===== src/rtl/dispatch_stage_pkg.sv =====
// Shared encodings for the dispatch stage: opClass values, tag prefixes,
// unit-select one-hots and small class-decoding helpers.
package dispatch_stage_pkg;

   typedef enum logic [3:0] {
      CLASS_LUI   = 4'd0,
      CLASS_AUIPC = 4'd1,
      CLASS_JAL   = 4'd2,
      CLASS_JALR  = 4'd3,
      CLASS_B     = 4'd4,
      CLASS_LD    = 4'd5,
      CLASS_ST    = 4'd6,
      CLASS_RI    = 4'd7,
      CLASS_RR    = 4'd8
   } op_class_e;

   // Full tag = {prefix, pool index}; the all-zero tag means "operand ready".
   localparam logic        PREFIX_ALU = 1'b0;
   localparam logic        PREFIX_LS  = 1'b1;
   localparam int unsigned TAG_FREE   = 0;
   localparam int unsigned NOP        = 0;

   localparam logic [2:0] UNIT_ALU = 3'b001;
   localparam logic [2:0] UNIT_BR  = 3'b010;
   localparam logic [2:0] UNIT_LS  = 3'b100;

   function automatic logic [2:0] unit_of(input logic [3:0] cls);
      if (cls == CLASS_B) return UNIT_BR;
      if (cls == CLASS_LD || cls == CLASS_ST) return UNIT_LS;
      return UNIT_ALU;
   endfunction

   function automatic logic needs_dest(input logic [3:0] cls, input logic rd_nonzero);
      return rd_nonzero && (cls != CLASS_B) && (cls != CLASS_ST);
   endfunction

   function automatic logic uses_rs1(input logic [3:0] cls);
      return !(cls == CLASS_LUI || cls == CLASS_AUIPC || cls == CLASS_JAL);
   endfunction

   function automatic logic uses_rs2(input logic [3:0] cls);
      return !(cls == CLASS_LUI || cls == CLASS_AUIPC || cls == CLASS_JAL ||
               cls == CLASS_JALR || cls == CLASS_LD || cls == CLASS_RI);
   endfunction

endpackage


===== src/rtl/dispatch_stage_cdb_snoop.sv =====
// Resolves one operand against the CDB broadcasts: a pending tag that matches
// a valid channel takes that channel's data and becomes TAG_FREE.
module cdb_snoop
   import dispatch_stage_pkg::*;
#(
   parameter int DATA_W  = 32,
   parameter int TAG_W   = 5,
   parameter int NUM_CDB = 2
) (
   input  logic [TAG_W-1:0]          tag_i,
   input  logic [DATA_W-1:0]         data_i,
   input  logic [NUM_CDB-1:0]        cdb_valid_i,
   input  logic [NUM_CDB*TAG_W-1:0]  cdb_tag_i,
   input  logic [NUM_CDB*DATA_W-1:0] cdb_data_i,
   output logic [TAG_W-1:0]          tag_o,
   output logic [DATA_W-1:0]         data_o
);

   always_comb begin
      // NOTE: outputs get their defaults first so every path assigns them and no latch is inferred.
      tag_o  = tag_i;
      data_o = data_i;
      // Walk from the top channel down so the lowest matching index wins.
      for (int i = NUM_CDB - 1; i >= 0; i--) begin
         if (tag_i != TAG_W'(TAG_FREE) && cdb_valid_i[i] &&
             cdb_tag_i[i*TAG_W +: TAG_W] == tag_i) begin
            tag_o  = TAG_W'(TAG_FREE);
            data_o = cdb_data_i[i*DATA_W +: DATA_W];
         end
      end
   end

endmodule


===== src/rtl/dispatch_stage.sv =====
// Registered dispatch stage: holds one decoded instruction, allocates and
// renames its destination tag, and snoops the CDB until the target accepts.
module dispatch_stage
   import dispatch_stage_pkg::*;
#(
   parameter  int DATA_W     = 32,
   parameter  int NAME_W     = 5,
   parameter  int TAG_ROOT_W = 4,
   parameter  int OP_W       = 6,
   parameter  int CLASS_W    = 4,
   parameter  int NUM_CDB    = 2,
   localparam int TAG_W      = TAG_ROOT_W + 1
) (
   input  logic                      clk,
   input  logic                      rst,
   input  logic                      flush,
   input  logic                      in_valid,
   output logic                      in_ready,
   input  logic [CLASS_W-1:0]        in_class,
   input  logic [OP_W-1:0]           in_op,
   input  logic [DATA_W-1:0]         in_addr,
   input  logic [NAME_W-1:0]         in_rd,
   input  logic [DATA_W-1:0]         in_imm,
   input  logic [TAG_W-1:0]          in_tag1,
   input  logic [TAG_W-1:0]          in_tag2,
   input  logic [DATA_W-1:0]         in_data1,
   input  logic [DATA_W-1:0]         in_data2,
   input  logic                      alu_free_valid,
   input  logic                      ls_free_valid,
   input  logic [TAG_ROOT_W-1:0]     alu_free_tag,
   input  logic [TAG_ROOT_W-1:0]     ls_free_tag,
   output logic                      alu_take,
   output logic                      ls_take,
   output logic                      ren_en,
   output logic [NAME_W-1:0]         ren_name,
   output logic [TAG_W-1:0]          ren_tag,
   input  logic [NUM_CDB-1:0]        cdb_valid,
   input  logic [NUM_CDB*TAG_W-1:0]  cdb_tag,
   input  logic [NUM_CDB*DATA_W-1:0] cdb_data,
   output logic [2:0]                out_valid,
   input  logic [2:0]                out_ready,
   output logic [OP_W-1:0]           out_op,
   output logic [DATA_W-1:0]         out_addr,
   output logic [DATA_W-1:0]         out_imm,
   output logic [TAG_W-1:0]          out_tag1,
   output logic [TAG_W-1:0]          out_tag2,
   output logic [TAG_W-1:0]          out_tagw,
   output logic [DATA_W-1:0]         out_data1,
   output logic [DATA_W-1:0]         out_data2,
   output logic [NAME_W-1:0]         out_namew
);

   localparam logic [TAG_W-1:0] TAG_NONE = TAG_W'(TAG_FREE);

   logic [2:0]        valid_q, valid_d;
   logic [OP_W-1:0]   op_q, op_d;
   logic [DATA_W-1:0] addr_q, addr_d, imm_q, imm_d;
   logic [TAG_W-1:0]  tag1_q, tag1_d, tag2_q, tag2_d, tagw_q, tagw_d;
   logic [DATA_W-1:0] data1_q, data1_d, data2_q, data2_d;
   logic [NAME_W-1:0] namew_q, namew_d;

   logic [3:0]        cls;
   logic              held, fire_out, has_dest, use_ls_pool, tag_ok, accept;
   logic [TAG_W-1:0]  new_tagw;
   logic [TAG_W-1:0]  in_tag1_m, in_tag2_m, cap_tag1, cap_tag2, hold_tag1, hold_tag2;
   logic [DATA_W-1:0] in_data2_m, cap_data1, cap_data2, hold_data1, hold_data2;

   assign cls         = 4'(in_class);
   assign held        = |valid_q;
   assign fire_out    = |(valid_q & out_ready);
   assign has_dest    = needs_dest(cls, in_rd != '0);
   assign use_ls_pool = (cls == CLASS_LD);
   assign tag_ok      = !has_dest || (use_ls_pool ? ls_free_valid : alu_free_valid);
   assign in_ready    = (!held || fire_out) && !flush && tag_ok;
   assign accept      = in_valid && in_ready;

   assign new_tagw = !has_dest   ? TAG_NONE :
                     use_ls_pool ? {PREFIX_LS, ls_free_tag} : {PREFIX_ALU, alu_free_tag};

   assign alu_take = accept && has_dest && !use_ls_pool;
   assign ls_take  = accept && has_dest && use_ls_pool;
   assign ren_en   = accept && has_dest;
   assign ren_name = ren_en ? in_rd : '0;
   assign ren_tag  = ren_en ? new_tagw : TAG_NONE;

   // Classes without an rs1/rs2 read present their operand as already resolved.
   assign in_tag1_m  = uses_rs1(cls) ? in_tag1 : TAG_NONE;
   assign in_tag2_m  = uses_rs2(cls) ? in_tag2 : TAG_NONE;
   assign in_data2_m = uses_rs2(cls) ? in_data2 : '0;

   cdb_snoop #(.DATA_W(DATA_W), .TAG_W(TAG_W), .NUM_CDB(NUM_CDB)) u_cap1 (
      .tag_i(in_tag1_m), .data_i(in_data1), .cdb_valid_i(cdb_valid), .cdb_tag_i(cdb_tag),
      .cdb_data_i(cdb_data), .tag_o(cap_tag1), .data_o(cap_data1));
   cdb_snoop #(.DATA_W(DATA_W), .TAG_W(TAG_W), .NUM_CDB(NUM_CDB)) u_cap2 (
      .tag_i(in_tag2_m), .data_i(in_data2_m), .cdb_valid_i(cdb_valid), .cdb_tag_i(cdb_tag),
      .cdb_data_i(cdb_data), .tag_o(cap_tag2), .data_o(cap_data2));
   cdb_snoop #(.DATA_W(DATA_W), .TAG_W(TAG_W), .NUM_CDB(NUM_CDB)) u_hold1 (
      .tag_i(tag1_q), .data_i(data1_q), .cdb_valid_i(cdb_valid), .cdb_tag_i(cdb_tag),
      .cdb_data_i(cdb_data), .tag_o(hold_tag1), .data_o(hold_data1));
   cdb_snoop #(.DATA_W(DATA_W), .TAG_W(TAG_W), .NUM_CDB(NUM_CDB)) u_hold2 (
      .tag_i(tag2_q), .data_i(data2_q), .cdb_valid_i(cdb_valid), .cdb_tag_i(cdb_tag),
      .cdb_data_i(cdb_data), .tag_o(hold_tag2), .data_o(hold_data2));

   always_comb begin
      valid_d = valid_q;
      op_d    = op_q;
      addr_d  = addr_q;
      imm_d   = imm_q;
      tag1_d  = hold_tag1;
      tag2_d  = hold_tag2;
      tagw_d  = tagw_q;
      data1_d = hold_data1;
      data2_d = hold_data2;
      namew_d = namew_q;
      if (flush) begin
         valid_d = '0;
         op_d    = OP_W'(NOP);
         addr_d  = '0;
         imm_d   = '0;
         tag1_d  = TAG_NONE;
         tag2_d  = TAG_NONE;
         tagw_d  = TAG_NONE;
         data1_d = '0;
         data2_d = '0;
         namew_d = '0;
      end else if (accept) begin
         // A fire on this same edge is simply overwritten by the new instruction.
         valid_d = unit_of(cls);
         op_d    = in_op;
         addr_d  = in_addr;
         imm_d   = in_imm;
         tag1_d  = cap_tag1;
         tag2_d  = cap_tag2;
         tagw_d  = new_tagw;
         data1_d = cap_data1;
         data2_d = cap_data2;
         namew_d = in_rd;
      end else if (fire_out) begin
         valid_d = '0;
      end
   end

   always_ff @(posedge clk or negedge rst) begin
      if (!rst) begin
         valid_q <= '0;
         op_q    <= OP_W'(NOP);
         addr_q  <= '0;
         imm_q   <= '0;
         tag1_q  <= TAG_NONE;
         tag2_q  <= TAG_NONE;
         tagw_q  <= TAG_NONE;
         data1_q <= '0;
         data2_q <= '0;
         namew_q <= '0;
      end else begin
         // NOTE: non-blocking assignments so every register samples pre-edge values.
         valid_q <= valid_d;
         op_q    <= op_d;
         addr_q  <= addr_d;
         imm_q   <= imm_d;
         tag1_q  <= tag1_d;
         tag2_q  <= tag2_d;
         tagw_q  <= tagw_d;
         data1_q <= data1_d;
         data2_q <= data2_d;
         namew_q <= namew_d;
      end
   end

   assign out_valid = valid_q;
   assign out_op    = op_q;
   assign out_addr  = addr_q;
   assign out_imm   = imm_q;
   assign out_tag1  = tag1_q;
   assign out_tag2  = tag2_q;
   assign out_tagw  = tagw_q;
   assign out_data1 = data1_q;
   assign out_data2 = data2_q;
   assign out_namew = namew_q;

endmodule


===== config.mk =====
export PLATFORM = sky130hd
export DESIGN_NAME = dispatch_stage
export DESIGN_NICKNAME = d
export VERILOG_FILES = /design/src/rtl/dispatch_stage_pkg.sv /design/src/rtl/dispatch_stage_cdb_snoop.sv /design/src/rtl/dispatch_stage.sv
export SDC_FILE = /design/constraint.sdc
export NUM_CORES = 1
export LEC_CHECK = 0
export ABC_AREA = 1
export BUFFER_PORTS_ARGS = -buffer_cell sky130_fd_sc_hd__clkbuf_2
export CAP_MARGIN = 10
export CORE_AREA = 2 2 161 163
export CTS_CLUSTER_DIAMETER = 40
export DETAILED_ROUTE_END_ITERATION = 8
export DIE_AREA = 0 0 163 165
export GPL_TIMING_DRIVEN = 1
export PLACE_DENSITY = 0.75
export SLEW_MARGIN = 20
export SYNTH_ARGS = -nofsm -noshare
export SYNTH_HDL_FRONTEND = slang
export SYNTH_HIERARCHICAL = 1
export SYNTH_SLANG_ARGS = --single-unit

===== constraint.sdc =====
create_clock -name clk -period 4.2 [get_ports clk]
set_clock_uncertainty 0.1 [all_clocks]
set_input_delay 0.63 -clock clk [delete_from_list [all_inputs] [get_ports clk]]
set_output_delay 0.63 -clock clk [all_outputs]
set_load 0.01 [all_outputs]

==> impl_metrics.xml, run 1 <==
<?xml version="1.0" encoding="UTF-8"?>
<metrics>
  <group name="run_status">
    <metric name="outcome" unit="">complete, no violations</metric>
  </group>
  <group name="worst_hold_path">
    <metric name="hold_class" unit="">input port to async pin</metric>
  </group>
  <group name="clocking">
    <metric name="cts.reportedPaths.clkPinSlew" unit="ns">0.08</metric>
    <metric name="clk_latency" unit="ns">0.44</metric>
    <metric name="post_cts_setup_bufs" unit="">0</metric>
    <metric name="tritoncts" unit="">yes</metric>
    <metric name="count_of_hold_buffers_inserted_by_post_cts_repair" unit="">0</metric>
    <metric name="clkSinkCount" unit="">157</metric>
    <metric name="cts_inserted_buffers" unit="">17</metric>
    <metric name="cts_buffer_depth" unit="">2</metric>
    <metric name="clk_root_buffer_cell" unit="">sky130_fd_sc_hd__clkbuf_16</metric>
    <metric name="cts_resized" unit="">0</metric>
    <metric name="cts.htree.levels" unit="">4</metric>
  </group>
  <group name="sta">
    <metric name="final-hold-violation-count" unit="">0</metric>
    <metric name="worstMarginPinSlew" unit="ns">0.962</metric>
    <metric name="min_period_over_period" unit="%">80.5</metric>
    <metric name="maxClockFrequency" unit="GHz">0.296</metric>
    <metric name="worst_slew_margin_rel" unit="%">35.9</metric>
    <metric name="hold_ws" unit="ns">0.161</metric>
    <metric name="final.min_clock_period" unit="ns">3.38</metric>
    <metric name="drv_slew" unit="">0</metric>
    <metric name="fin_tns_setup" unit="ns">0</metric>
    <metric name="setup_viol_count_final" unit="">0</metric>
    <metric name="grt_setup_unrepaired" unit="">no</metric>
  </group>
  <group name="layout">
    <metric name="layout_common_cells" unit="">668 x sky130_fd_sc_hd__nand2_1, 561 x sky130_fd_sc_hd__nand3_1, 414 x sky130_fd_sc_hd__clkbuf_2, 350 x sky130_fd_sc_hd__inv_1, 157 x sky130_fd_sc_hd__dfrtp_1</metric>
    <metric name="finish.net_count" unit="">2622</metric>
    <metric name="layout-area-overhead-vs-synth" unit="%">20.9</metric>
    <metric name="final_cell_count_no_fill" unit="">2719</metric>
    <metric name="diodes" unit="">0</metric>
    <metric name="drive_above_1_share" unit="%">22.3</metric>
    <metric name="final_common_cell" unit="">sky130_fd_sc_hd__nand2_1</metric>
  </group>
  <group name="die">
    <metric name="die_x" unit="um">163</metric>
    <metric name="io_pins" unit="">417</metric>
    <metric name="die_area" unit="sq um">26900</metric>
    <metric name="start_util" unit="%">49.3</metric>
    <metric name="placeableCoreArea" unit="sq um">25000</metric>
    <metric name="die_y_extent" unit="um">165</metric>
    <metric name="row_count" unit="">58</metric>
  </group>
  <group name="global_route">
    <metric name="grt_max_degree" unit="">113</metric>
    <metric name="vias_in_the_first_global_route" unit="">13800</metric>
    <metric name="grt_usage" unit="%">34.7</metric>
    <metric name="antenna_found_initial" unit="">2</metric>
    <metric name="wire_length_of_the_first_global_routing_pass" unit="um">73400</metric>
    <metric name="grt_overflow_total" unit="">0</metric>
  </group>
  <group name="power">
    <metric name="power.switching_fraction" unit="%">36.8</metric>
    <metric name="power.static_leakage" unit="nW">9.79</metric>
    <metric name="worst_ir_drop_on_vdd" unit="mV">0.228</metric>
    <metric name="power.density" unit="nW/um^2">299</metric>
    <metric name="pwr-share-comb" unit="%">25.3</metric>
    <metric name="power.switching" unit="mW">1.64</metric>
    <metric name="total_power" unit="mW">4.46</metric>
    <metric name="internal-power" unit="mW">2.82</metric>
    <metric name="p_seq_share" unit="%">38.2</metric>
    <metric name="power.share.clock" unit="%">36.5</metric>
  </group>
  <group name="place">
    <metric name="dp.cells" unit="">2687</metric>
    <metric name="place_hpwl" unit="um">31000</metric>
    <metric name="port_buffers" unit="">416</metric>
    <metric name="gp_congestion" unit="">0.919</metric>
  </group>
  <group name="critical_path">
    <metric name="req_time_crit_path" unit="ns">3.47</metric>
    <metric name="arrival_time_at_the_worst_endpoint" unit="ns">2.65</metric>
    <metric name="setup.worst_path.class" unit="">flop to output port</metric>
    <metric name="worstPathMaxFanout" unit="">51</metric>
    <metric name="crit_path_end_kind" unit="">output port</metric>
    <metric name="worst_setup_path_start_kind" unit="">flop</metric>
    <metric name="worst_r2r_path_depth" unit="">8</metric>
    <metric name="ff2ff_setup_slack" unit="ns">1.58</metric>
    <metric name="worst_r2r_endpoint" unit="">out_data2[0]</metric>
    <metric name="worst_r2r_startpoint" unit="">out_valid[1]</metric>
  </group>
  <group name="route">
    <metric name="drt_first_iter_violations" unit="">1602</metric>
    <metric name="drt-wirelength-per-cell" unit="um">17.5</metric>
    <metric name="postRouteAntennaNets" unit="">0</metric>
    <metric name="vias" unit="">14700</metric>
    <metric name="first_pass_iters" unit="">6</metric>
    <metric name="postRouteWirelength" unit="um">47600</metric>
    <metric name="vias_per_cell" unit="">5.40</metric>
    <metric name="post-route-drc-count" unit="">0</metric>
  </group>
  <group name="synthesis">
    <metric name="postSynthNetCount" unit="">2295</metric>
    <metric name="yosysSeqAreaShare" unit="%">31.9</metric>
    <metric name="synth-warning-count" unit="">6</metric>
    <metric name="synthCells" unit="">2049</metric>
    <metric name="post_synth_design_cell_area" unit="sq um">12300</metric>
    <metric name="synthesis.area_per_instance" unit="sq um">6.02</metric>
    <metric name="ys_types" unit="">26</metric>
    <metric name="synth.ff_latch_count" unit="">157</metric>
  </group>
  <group name="job">
    <metric name="cap_viol_max_count" unit="">0</metric>
  </group>
</metrics>
-- per-layer routing --
| layer | wire, um | vias up | global-route usage [%] | part of all wire [%] |
|---|---|---|---|---|
| met5 | 13 | - | 0 | 0.027 |
| met4 | 2210 | 2 | 17.3 | 4.6 |
| met3 | 5090 | 167 | 7.36 | 11 |
| met2 | 22600 | 902 | 57.6 | 48 |
| met1 | 17600 | 6672 | 42.8 | 37 |
| li1 | - | 6941 | - | - |
-- how the worst max path moves through the flow --
stage                     slack [ns]       endpoint  cells past startpoint         start
after floorplan                 1.82  out_data2[26]                     14   in_class[0]
after global placement          1.05  out_data2[10]                     15   in_class[0]
after detailed placement        1.00  out_data2[31]                     16   in_class[0]
after CTS                       0.82     ren_tag[4]                      9  out_valid[1]
after global routing            0.63     ren_tag[4]                      9  out_valid[1]
final                           0.82     ren_tag[4]                      9  out_valid[1]
-- layout make-up --
class	instances	area (sq um)
Fill cell	2496	10100
Multi-Input combinational cell	1388	6250
Sequential cell	157	3930
Timing Repair Buffer	439	2300
Inverter	373	1400
Clock buffer	17	425
Tap cell	330	413
Clock inverter	15	189
-- logic make-up after synthesis --
| family | Yosys count | synth area share (%) |
|---|---|---|
| xor+xnor | 12 | 0.852 |
| flops | 157 | 31.9 |
| compound gates | 7 | 0.365 |
| buf+inv | 504 | 17.6 |
| simple gates | 1369 | 49.3 |
-- power by group through the flow --
stage,Sequential [mW],Clock (mW),Combinational (mW)
CTS,1.70,1.65,1.12
detailed placement,1.73,0,1.12
floorplan,1.77,0,0.601
finish,1.70,1.63,1.13
global placement,1.73,0,1.10
global route,1.71,1.71,1.25
-- synthesized netlist by cell type (all sizes together) --
| master | n | area, sq um |
|---|---|---|
| inv | 373 | 1400 |
| a21boi | 4 | 30.0 |
| nand3b | 1 | 7.51 |
| nand4 | 5 | 31.3 |
| buf | 98 | 648 |
| nor2 | 103 | 457 |
| nand2 | 678 | 2590 |
| nor3 | 1 | 5.00 |
| o21ai | 2 | 10.0 |
| or2 | 4 | 25.0 |
| dfrtp | 157 | 3930 |
| nand3 | 576 | 2960 |
| a21oi | 1 | 5.00 |
| clkbuf | 33 | 124 |
| and2 | 1 | 6.26 |
| xnor2 | 12 | 105 |
-- stage by stage --
step | utilization [%] | instance area (sq um) | worst slack [ns]
floorplan | - | 12300 | 1.82
global placement | 57.1 | 14300 | 1.05
detailed placement | 57.1 | 14300 | 1.00
CTS | 59.6 | 14900 | 0.822
global route | 59.6 | 14900 | 0.631
finish | 59.6 | 14900 | 0.821
-- sequential cells by signal (all words and copies together) (netlist names) --
name / flops
out_addr: 32
out_data1: 32
out_data2: 32
out_imm: 32
out_op: 6
out_namew: 5
out_tag1: 5
out_tag2: 5
out_tagw: 5
out_valid: 3
-- worst max-delay path, stage by stage, from the launching register on --
cell	delay [ns]
sky130_fd_sc_hd__dfrtp_1	0.49
sky130_fd_sc_hd__nand2_1	0.09
sky130_fd_sc_hd__nand3_1	0.17
sky130_fd_sc_hd__nor2_1	0.06
sky130_fd_sc_hd__nor2_1	0.24
sky130_fd_sc_hd__nand3_4	0.56
sky130_fd_sc_hd__nand2_1	0.21
sky130_fd_sc_hd__nand2_1	0.17
sky130_fd_sc_hd__inv_1	0.09
sky130_fd_sc_hd__clkbuf_2	0.15
Note: power is estimated with default switching activity, not from simulation.
==> inputs of run 2 (changes only) <==
--- a/config.mk
+++ b/config.mk
@@ -5,15 +5,15 @@
 export SDC_FILE = /design/constraint.sdc
 export NUM_CORES = 1
 export LEC_CHECK = 0
-export ABC_AREA = 1
+export ABC_AREA = 0
 export BUFFER_PORTS_ARGS = -buffer_cell sky130_fd_sc_hd__clkbuf_2
 export CAP_MARGIN = 10
-export CORE_AREA = 2 2 161 163
+export CORE_AREA = 2 2 164 166
 export CTS_CLUSTER_DIAMETER = 40
 export DETAILED_ROUTE_END_ITERATION = 8
-export DIE_AREA = 0 0 163 165
+export DIE_AREA = 0 0 166 168
 export GPL_TIMING_DRIVEN = 1
-export PLACE_DENSITY = 0.75
+export PLACE_DENSITY = 0.71
 export SLEW_MARGIN = 20
 export SYNTH_ARGS = -nofsm -noshare
 export SYNTH_HDL_FRONTEND = slang
==> constraint.sdc (replaced) <==
create_clock -name clk -period 3.16 [get_ports clk]
set_clock_uncertainty 0.1 [all_clocks]
set_input_delay 0.474 -clock clk [delete_from_list [all_inputs] [get_ports clk]]
set_output_delay 0.474 -clock clk [all_outputs]
set_load 0.01 [all_outputs]
==> run 2 against run 1 <==
Net effect: hold slack better by 0.0028 ns; worst setup slack worse by 0.32 ns; global-route usage down 2.7 points; clock power up 27%; via count down 16%; non-clock buffer count up 41; area after synthesis down 3.9%; total power up 36%; register-to-register slack worse by 1.1 ns; critical endpoint is now out_data1[31].
==> impl_metrics.xml, run 2 <==
<?xml version="1.0" encoding="UTF-8"?>
<metrics>
  <group name="job">
    <metric name="cap_viol_max_count" unit="">0</metric>
  </group>
  <group name="sta">
    <metric name="final.min_clock_period" unit="ns">2.66</metric>
    <metric name="hold_ws" unit="ns">0.163</metric>
    <metric name="drv_slew" unit="">0</metric>
    <metric name="min_period_over_period" unit="%">84.0</metric>
    <metric name="worstMarginPinSlew" unit="ns">0.933</metric>
    <metric name="final-hold-violation-count" unit="">0</metric>
    <metric name="worst_slew_margin_rel" unit="%">37.8</metric>
    <metric name="setup_viol_count_final" unit="">0</metric>
    <metric name="fin_tns_setup" unit="ns">0</metric>
    <metric name="maxClockFrequency" unit="GHz">0.377</metric>
    <metric name="grt_setup_unrepaired" unit="">no</metric>
  </group>
  <group name="clocking">
    <metric name="cts_inserted_buffers" unit="">17</metric>
    <metric name="clk_root_buffer_cell" unit="">sky130_fd_sc_hd__clkbuf_16</metric>
    <metric name="cts.reportedPaths.clkPinSlew" unit="ns">0.08</metric>
    <metric name="cts_buffer_depth" unit="">2</metric>
    <metric name="cts.htree.levels" unit="">4</metric>
    <metric name="clk_latency" unit="ns">0.44</metric>
    <metric name="cts_resized" unit="">0</metric>
    <metric name="clkSinkCount" unit="">157</metric>
    <metric name="post_cts_setup_bufs" unit="">0</metric>
    <metric name="tritoncts" unit="">yes</metric>
  </group>
  <group name="layout">
    <metric name="layout_common_cells" unit="">414 x sky130_fd_sc_hd__clkbuf_2, 187 x sky130_fd_sc_hd__nor2b_1, 157 x sky130_fd_sc_hd__dfrtp_1, 130 x sky130_fd_sc_hd__nand3_1</metric>
    <metric name="final.fill_count" unit="">2391</metric>
    <metric name="layout-area-overhead-vs-synth" unit="%">25.9</metric>
    <metric name="postLayoutCellArea" unit="sq um">14900</metric>
    <metric name="drive_above_1_share" unit="%">40.2</metric>
    <metric name="finish.net_count" unit="">1908</metric>
    <metric name="diodes" unit="">0</metric>
    <metric name="final_common_cell" unit="">sky130_fd_sc_hd__clkbuf_2</metric>
  </group>
  <group name="run_status">
    <metric name="outcome" unit="">complete, no violations</metric>
  </group>
  <group name="synthesis">
    <metric name="synth-warning-count" unit="">6</metric>
    <metric name="yosys-top-cells-area" unit="">sky130_fd_sc_hd__dfrtp_1 33%, sky130_fd_sc_hd__mux2_4 15%, sky130_fd_sc_hd__nor2b_1 9.9%</metric>
    <metric name="yosysMostFrequentCell" unit="">sky130_fd_sc_hd__nor2b_1</metric>
    <metric name="postSynthNetCount" unit="">1540</metric>
    <metric name="ys_async_sr_fraction" unit="%">100</metric>
    <metric name="synth_edf_count" unit="">0</metric>
    <metric name="yosysSeqAreaShare" unit="%">33.1</metric>
    <metric name="synth_largest_area_cell" unit="">sky130_fd_sc_hd__dfrtp_1</metric>
    <metric name="synthesis.area_per_instance" unit="sq um">9.16</metric>
    <metric name="synth_top_cell_area_share" unit="%">33.1</metric>
    <metric name="ys_types" unit="">40</metric>
    <metric name="synth.ff_latch_count" unit="">157</metric>
    <metric name="synth_top_cells_by_count" unit="">187 x sky130_fd_sc_hd__nor2b_1, 157 x sky130_fd_sc_hd__dfrtp_1, 130 x sky130_fd_sc_hd__nand3_1</metric>
    <metric name="post_synth_design_cell_area" unit="sq um">11900</metric>
    <metric name="synthCells" unit="">1294</metric>
    <metric name="synth_flop_cell" unit="">sky130_fd_sc_hd__dfrtp_1</metric>
  </group>
  <group name="critical_path">
    <metric name="crit_path_top_delay_cell" unit="">sky130_fd_sc_hd__or4_4</metric>
    <metric name="crit_path_end_kind" unit="">flop</metric>
    <metric name="worst_setup_path_start_kind" unit="">input port</metric>
    <metric name="req_time_crit_path" unit="ns">3.44</metric>
    <metric name="arrival_time_at_the_worst_endpoint" unit="ns">2.93</metric>
    <metric name="critical_path.cell_chain" unit="">clkbuf_2, a211oi_1, buf_4, nor2b_1, or4_4, buf_4, o211ai_2, buf_12, o21ai_0, a31oi_1, mux2_4</metric>
    <metric name="worst_path_dominant_cell_family" unit="">compound AO/OA/AOI/OAI gates</metric>
    <metric name="worst-path-buf-inv" unit="">4</metric>
    <metric name="setup.worst_path.class" unit="">input port to flop</metric>
    <metric name="crit_path_frequent_cell" unit="">sky130_fd_sc_hd__buf_4</metric>
    <metric name="critPathMaxStageDelay" unit="ns">0.57</metric>
    <metric name="worstPathMaxFanout" unit="">22</metric>
  </group>
  <group name="place">
    <metric name="port_buffers" unit="">416</metric>
    <metric name="dpl_cell_area" unit="sq um">14300</metric>
    <metric name="place_hpwl" unit="um">32100</metric>
    <metric name="gp_congestion" unit="">0.923</metric>
  </group>
  <group name="power">
    <metric name="total_power" unit="mW">6.07</metric>
    <metric name="power.static_leakage" unit="nW">6.76</metric>
    <metric name="worst_ir_drop_on_vdd" unit="mV">0.325</metric>
    <metric name="power.density" unit="nW/um^2">406</metric>
  </group>
  <group name="route">
    <metric name="post-route-drc-count" unit="">0</metric>
    <metric name="first_pass_iters" unit="">6</metric>
    <metric name="postRouteAntennaNets" unit="">0</metric>
    <metric name="vias_per_cell" unit="">6.10</metric>
    <metric name="drt-wirelength-per-cell" unit="um">23.0</metric>
    <metric name="drt_first_iter_violations" unit="">1470</metric>
    <metric name="postRouteWirelength" unit="um">46400</metric>
    <metric name="vias" unit="">12300</metric>
  </group>
  <group name="global_route">
    <metric name="met2_usage" unit="%">50.7</metric>
    <metric name="grt.busiest_layer" unit="">met2</metric>
    <metric name="grtUsageMet1" unit="%">42.6</metric>
    <metric name="antenna_found_initial" unit="">0</metric>
    <metric name="grt_usage" unit="%">32.0</metric>
    <metric name="wire_length_of_the_first_global_routing_pass" unit="um">70200</metric>
    <metric name="grt_max_degree" unit="">85</metric>
    <metric name="met3_usage" unit="%">6.91</metric>
    <metric name="grt_overflow_total" unit="">0</metric>
    <metric name="vias_in_the_first_global_route" unit="">11800</metric>
  </group>
  <group name="die">
    <metric name="die_x" unit="um">166</metric>
    <metric name="placeableCoreArea" unit="sq um">26400</metric>
    <metric name="die_area" unit="sq um">27900</metric>
    <metric name="die_y_extent" unit="um">168</metric>
    <metric name="io_pins" unit="">417</metric>
    <metric name="start_util" unit="%">45.0</metric>
    <metric name="row_count" unit="">60</metric>
  </group>
  <group name="worst_hold_path">
    <metric name="hold_class" unit="">input port to flop</metric>
  </group>
</metrics>
-- run 2: changes by cell type after synthesis, moves of 117 or more --
| cell | change |
|---|---|
| sky130_fd_sc_hd__a31oi_1 | +128 |
| sky130_fd_sc_hd__nand3_1 | -431 |
| sky130_fd_sc_hd__mux2_4 | +117 |
| sky130_fd_sc_hd__nor3_1 | +127 |
| sky130_fd_sc_hd__inv_1 | -338 |
| sky130_fd_sc_hd__nor2b_1 | +187 |
| sky130_fd_sc_hd__nand2_1 | -662 |
-- run 2: worst paths after layout --
| check | cells past startpoint | slack [ns] | startpoint | end |
|---|---|---|---|---|
| max in group asynchronous | 3 | 2.05 | rst | out_data1[19] |
| setup / recovery | 11 | 0.50 | in_class[3] | out_data1[31] |
| setup reg to reg | 7 | 0.51 | out_tag1[4] | out_data1[12] |
| min in group asynchronous | 3 | 0.50 | rst | out_tag2[3] |
| hold / removal | 2 | 0.16 | in_addr[24] | out_addr[24] |
| hold reg to reg | 2 | 0.45 | out_tagw[1] | out_tagw[1] |
-- run 2: cell type report --
| class | instances | area, sq um | share of cell area, % |
|---|---|---|---|
| Multi-Input combinational cell | 993 | 7200 | 48.3 |
| Sequential cell | 157 | 3930 | 26.3 |
| Timing Repair Buffer | 480 | 2750 | 18.4 |
| Clock buffer | 19 | 443 | 2.97 |
| Tap cell | 341 | 427 | 2.86 |
| Clock inverter | 13 | 128 | 0.855 |
| Inverter | 13 | 48.8 | 0.327 |
-- run 2: kinds of logic (layout without fill, tap and decap cells) --
logic type,count (synthesis),in the layout,synth area share [%]
compound gates,283,283,14.4
flops,157,157,33.1
buf+inv,144,525,6.71
xor+xnor,40,40,2.96
mux,155,155,18.4
simple gates,515,515,24.4
-- run 2: layer usage --
metal | wire (um) | part of all wire [%]
met5 | 0 | 0
met1 | 18100 | 39
met2 | 21600 | 46
met4 | 1770 | 3.8
met3 | 5050 | 11
-- run 2: stage by stage --
step / util, % / worst slack, ns / instances
3_5_place_dp: 54.4 / 0.0932 / 1983
3_3_place_gp: 54.4 / 0.0797 / 1983
5_1_grt: 56.6 / 0.395 / 2016
6_report: 56.6 / 0.504 / 2016
4_1_cts: 56.6 / 0.508 / 2016
2_1_floorplan: - / 0.349 / 1294
-- run 2: timing repair --
item	4_1_cts	5_1_grt
setup endpoints to repair	0	0
hold buffers	1	0
hold endpoints to repair	88	0
-- run 2: worst reg2reg max path, cell delays in order, from the launching register on --
cell and delay, ns:
sky130_fd_sc_hd__dfrtp_1 0.47, sky130_fd_sc_hd__or4_4 0.59, sky130_fd_sc_hd__o211a_2 0.41, sky130_fd_sc_hd__buf_4 0.29
sky130_fd_sc_hd__nand3_1 0.14, sky130_fd_sc_hd__a31oi_1 0.09, sky130_fd_sc_hd__nor2b_1 0.15, sky130_fd_sc_hd__mux2_4 0.30
-- run 2: report_power, final --
part	switching (mW)	internal [mW]	leakage [nW]
clock network	1.01	1.06	0.271
logic	0.981	0.757	4.36
registers	0.102	2.16	2.13
total	2.09	3.98	6.76
